File: config.mk
export PLATFORM = sky130hd
export DESIGN_NAME = instruction_fetch
export DESIGN_NICKNAME = d
export VERILOG_FILES = /design/src/rtl/instruction_fetch.sv
export SDC_FILE = /design/constraint.sdc
export NUM_CORES = 1
export LEC_CHECK = 0
export ABC_AREA = 1
export ABC_CLOCK_PERIOD_IN_PS = 4350
export BUFFER_PORTS_ARGS = -buffer_cell sky130_fd_sc_hd__buf_2
export CAP_MARGIN = 30
export CORE_UTILIZATION = 30
export DETAILED_ROUTE_END_ITERATION = 10
export PLACE_DENSITY = 0.56
export RECOVER_POWER = 50
export SLEW_MARGIN = 10
export SYNTH_ARGS = -nofsm -noshare
export SYNTH_HDL_FRONTEND = slang
export SYNTH_SLANG_ARGS = --single-unit
File: constraint.sdc
create_clock -name clk -period 4.35 [get_ports clk]
set_input_delay 0.87 -clock clk [delete_from_list [all_inputs] [get_ports clk]]
set_output_delay 0.87 -clock clk [all_outputs]
set_load 0.01 [all_outputs]
File: src/rtl/instruction_fetch.sv
// Instruction-fetch stage: owns the PC, issues req/ack word fetches and buffers
// returned instructions in a 2-entry queue feeding the IF/ID register.
module instruction_fetch #(
    parameter logic [31:0] RESET_PC = 32'h0000_0000,
    parameter logic [31:0] NOP      = 32'h0000_0000
) (
    input  logic        clk,
    input  logic        clrn,
    input  logic        stall,
    input  logic        redirect_valid,
    input  logic [31:0] redirect_pc,
    output logic        imem_req,
    output logic [31:0] imem_addr,
    input  logic        imem_ack,
    input  logic [31:0] imem_rdata,
    output logic [31:0] if_pc4,
    output logic [31:0] if_inst
);

    typedef enum logic [1:0] {IDLE, BUSY, DROP} state_t;

    typedef struct packed {
        logic [31:0] pc4;
        logic [31:0] inst;
    } entry_t;

    state_t      state_q, state_d;
    logic [31:0] pc_q, pc_d;
    logic [31:0] req_addr_q, req_addr_d;
    logic [1:0]  count_q, count_d;
    entry_t      queue_q [2];
    entry_t      queue_d [2];

    logic        consume;
    logic [1:0]  count_pop;
    logic        push;
    logic        issue;
    logic [31:0] issue_addr;

    assign imem_req  = (state_q != IDLE);
    assign imem_addr = req_addr_q;

    // A redirect marks the instruction presented this cycle as wrong-path.
    assign if_inst = (count_q != 2'd0 && !redirect_valid) ? queue_q[0].inst : NOP;
    assign if_pc4  = (count_q != 2'd0 && !redirect_valid) ? queue_q[0].pc4  : 32'h0;

    assign consume   = (count_q != 2'd0) && !stall && !redirect_valid;
    assign count_pop = count_q - {1'b0, consume};

    always_comb begin
        // NOTE: every signal gets a default first so no path leaves it unassigned (no latches).
        state_d    = state_q;
        pc_d       = pc_q;
        req_addr_d = req_addr_q;
        count_d    = count_pop;
        push       = 1'b0;
        issue      = 1'b0;
        issue_addr = pc_q;

        unique case (state_q)
            IDLE: begin
                if (redirect_valid) begin
                    count_d    = 2'd0;
                    issue      = 1'b1;
                    issue_addr = redirect_pc;
                end else if (count_pop < 2'd2) begin
                    issue = 1'b1;
                end
            end
            BUSY: begin
                if (redirect_valid) begin
                    count_d = 2'd0;
                    if (imem_ack) begin
                        issue      = 1'b1;
                        issue_addr = redirect_pc;
                    end else begin
                        pc_d    = redirect_pc;
                        state_d = DROP;
                    end
                end else if (imem_ack) begin
                    push    = 1'b1;
                    count_d = count_pop + 2'd1;
                    if (count_pop + 2'd1 < 2'd2) issue = 1'b1;
                    else                         state_d = IDLE;
                end
            end
            DROP: begin
                if (redirect_valid) begin
                    if (imem_ack) begin
                        issue      = 1'b1;
                        issue_addr = redirect_pc;
                    end else begin
                        pc_d = redirect_pc;
                    end
                end else if (imem_ack) begin
                    issue = 1'b1;
                end
            end
            default: state_d = IDLE;
        endcase

        if (issue) begin
            req_addr_d = issue_addr;
            pc_d       = issue_addr + 32'd4;
            state_d    = BUSY;
        end

        queue_d = queue_q;
        if (consume) queue_d[0] = queue_q[1];
        if (push)    queue_d[count_pop[0]] = '{pc4: req_addr_q + 32'd4, inst: imem_rdata};
    end

    always_ff @(posedge clk or negedge clrn) begin
        if (!clrn) begin
            state_q    <= IDLE;
            pc_q       <= RESET_PC;
            req_addr_q <= RESET_PC;
            count_q    <= 2'd0;
        end else begin
            // NOTE: non-blocking assignments so all flops update from pre-edge values.
            state_q    <= state_d;
            pc_q       <= pc_d;
            req_addr_q <= req_addr_d;
            count_q    <= count_d;
        end
    end

    // NOTE: queue storage is not reset; count_q gates every read of it.
    always_ff @(posedge clk) begin
        queue_q <= queue_d;
    end

    always_ff @(posedge clk) begin
        if (clrn) assert (!(push && count_pop == 2'd2));
    end

endmodule

==> summary.txt <==
Status
  – Run status: finished, violations left
  – Violations in the final reports: max-capacitance violations, max-slew violations

Critical path
  – Category of the worst setup path capture point: flop
  – First element of the critical path: redirect_valid
  – Largest fanout of any net on the critical path: 28
  – Critical-path cell with the highest stage delay: sky130_fd_sc_hd__nor2_1
  – CP cell instances: clkbuf_1 > clkinvlp_2 > nand2_1 > nand2_1 > inv_1 > nor2_1 > nor2_1 > buf_12
  – Startpoint types: input port
  – Worst Path Arrival: roughly 3.8 ns
  – Count of buffering cells on the critical path with inverters included: 4
  – Slowest Stage Delay on Critical Path: around 1.4 ns
  – CP delay by family, top: simple AND/OR/NAND/NOR gates
  – RR Startpoint: state_q[1]
  – WP data required: between 4 and 5 ns
  – Type of the setup path with the least slack: in2reg

Power
  – Power per cell area: ~800 mW/mm^2
  – Sequential Power Share: 33.3%
  – Clock share of power: approximately 18%
  – Int Pwr: 5.036 mW
  – Switching power total: 4.441 mW
  – Proportion of power drawn by combinational gates: between 40 and 50%
  – Post-route total power: between 9 and 10 mW
  – Static leakage: approximately 5.5 nW
  – Sw Share: between 40% and 50%
  – Peak ir drop on the vdd network: a little over 0.0006 V

Timing
  – Min Clock Period, post-route: around 3.7 ns
  – Final Setup Violations: 0
  – Worst max-slew margin expressed relative to the limit: -23.92%
  – Number of hold-slack violations in the final timing report: 0
  – Highest achievable clock rate: ~0.27 GHz
  – Sum Neg Setup Slack: 0 ns
  – Share of the cycle needed by the critical path after routing: between 80% and 90%
  – Slew Limit Fails: 48
  – Worst-Margin Slew: 1.852 ns
  – Unrepaired setup endpoints after global routing: false
  – Setup clock skew after layout: between 0.02 and 0.025 ns

Job
  – Number of maximum-capacitance constraint violations: 2

Floorplan
  – I/O pin total: approximately 170
  – Core area: ~0.034 sq mm
  – Overall die height: roughly 190 um
  – Die X: between 150 and 200 um
  – Row Count: between 60 and 70
  – Die footprint: 0.03499 sq mm
  – Initial Util: 30.56%

Synthesis
  – Syn Nets: 1452
  – Average instance area after synthesis: approximately 7.5 sq um
  – Number of cells produced by synthesis: ~1400
  – Post-synthesis instance area: roughly 0.01 sq mm
  – Sequential fraction of the synthesis area: between 40% and 50%
  – Number of different library cells in the post-synthesis netlist: 39
  – Post-synthesis register bit count: 196
  – Synth warn: 0

Cells and area
  – Most used cells in the layout excluding fill and tap cells: 456 x sky130_fd_sc_hd__nand2_1, 170 x sky130_fd_sc_hd__nor2_1, 146 x sky130_fd_sc_hd__inv_1
  – Most frequent standard cell in the layout excluding fill and tap cells: sky130_fd_sc_hd__nand2_1
  – Cell area after layout: 0.01205 sq mm
  – Fraction of the core area covered by cells at the end of the flow: a little over a third
  – Layout cell share with drive strength beyond 1: 12.45%
  – Number of nets in the layout: approximately 1600
  – Fillers: ~3600
  – Count of non-filler cells in the finished layout: 1975
  – Layout Area Growth over Synthesis: 17.26%

Global routing
  – Total global routing track utilization: 17.71%
  – Pin count of the biggest net entering global routing: roughly 100
  – Vias in the first global route: 8706
  – First-pass GRT wire length: about 49000 um
  – Final global-route overflow total: 0
  – Antenna violations before repair: 1

Detailed routing
  – Total wirelength of the detailed-routed design: 30840 um
  – Number of antenna-violating nets in the routed design: 0
  – Vias: ~9300
  – Number of iterations in the first detailed-routing pass: 5
  – DRC errors left: 0
  – Wirelength per Cell: between 15 and 20 um
  – Initial detailed-routing violation count: 680
  – Routed vias/inst: 4.686

Clock network
  – TritonCTS clock tree: done
  – Clk_lat worst skew: between 0.4 and 0.5 ns
  – CTS Root Buffer Type: sky130_fd_sc_hd__clkbuf_16
  – Count of instances resized after the clock tree is built: 0
  – Number of buffers inserted to repair setup after CTS: 0
  – Clock buffers created by TritonCTS: 17
  – Post-CTS clock slew at the launch and capture registers of the worst setup and hold paths: approximately 0.070 ns
  – Clock sinks: about 200
  – Number of H-tree levels: 4
  – Hold buffer count at cts: 0
  – CTS max path bufs: 2

Placed design
  – Port-buffer cells: around 170
  – GP Congestion: about 0.9
  – Placed wire-length estimate: 22160 um
  – Placement-stage cell area: 0.01152 sq mm
  – Placed instance count: a little under 2000

Hold path
  – Hold Crit Start: imem_addr[1]
  – Path category of the worst min-delay check: reg2reg
==> final cells by class <==
type                            count  area [sq um]  share of cell area (%)
Sequential cell                   196          4905                   40.71
Multi-Input combinational cell    966          4464                   37.06
Timing Repair Buffer              181         915.9                   7.603
Inverter                          151         568.0                   4.715
Tap cell                          448         560.5                   4.653
Clock buffer                       18         429.2                   3.563
Clock inverter                     14         201.4                   1.672
Antenna cell                        1         2.502                 0.02077
==> power by group through the flow <==
stage / Combinational, mW / Sequential (mW) / Clock (mW)
2_1_floorplan: 3.29 / 3.12 / 0
3_3_place_gp: 4.60 / 3.17 / 0
3_5_place_dp: 4.68 / 3.18 / 0
4_1_cts: 4.70 / 3.15 / 1.75
5_1_grt: 5.26 / 3.25 / 1.81
6_report: 4.62 / 3.15 / 1.70
==> Yosys cell counts, drive strengths merged <==
cell type    n  area (sq um)
nor2       182         734.5
edfxtp      64          1922
inv        150         563.0
xor2        23         201.4
dfrtp       68          1702
a31oi       43         269.0
xnor2        7         61.31
clkbuf      29         108.9
buf         35         224.0
nand4       38         256.5
nor3b        1         7.510
clkinv       1         5.000
nand2      473          1821
a22oi        1         7.510
o21ai       86         430.4
o21a         1         7.510
nand3       58         300.3
nor4         6         37.54
a22o         1         8.760
dfxtp       64          1281
and2         1         6.260
or2          2         12.51
nor3        14         91.34
ha           6         75.07
o21bai       1         7.510
a21oi       13         65.06
o211ai       9         67.56
==> layer usage <==
layer  vias to the layer above  GRT usage, %  part of all wire (%)
met2                       286         28.01                    45
met3                        38         2.720                   4.5
met1                      4253         24.85                    48
li1                       4677             -                     -
met5                         -             0                     0
met4                         0         5.328                   2.1
==> final timing paths <==
path	endpoint	slack, ns	cells past startpoint
worst max-delay path	flop	0.70	8
min in group asynchronous	pc_q[24]	0.87	1
max in group asynchronous	imem_addr[7]	1.64	2
worst max register to register	flop	1.14	7
worst min register to register	flop	0.48	0
worst min-delay path	flop	0.48	0
==> kinds of logic after synthesis <==
| family | Yosys count | share of synthesized area (%) |
|---|---|---|
| AND/OR/NAND/NOR | 775 | 31.80 |
| buffers and inverters | 215 | 8.769 |
| flip-flops | 196 | 47.74 |
| AO/OA/AOI/OAI | 155 | 8.403 |
| XOR/XNOR | 30 | 2.558 |
| adder cells (fa/ha/maj) | 6 | 0.7307 |
==> through the flow <==
step                worst slack (ns)  hold slack [ns]
finish                        0.6983           0.4779
global route                  0.4994           0.5003
CTS                            1.304           0.4820
global placement               1.119           0.4605
floorplan                     0.7798           0.4488
detailed placement             1.118           0.4644
(Power assumes the default switching activity.)
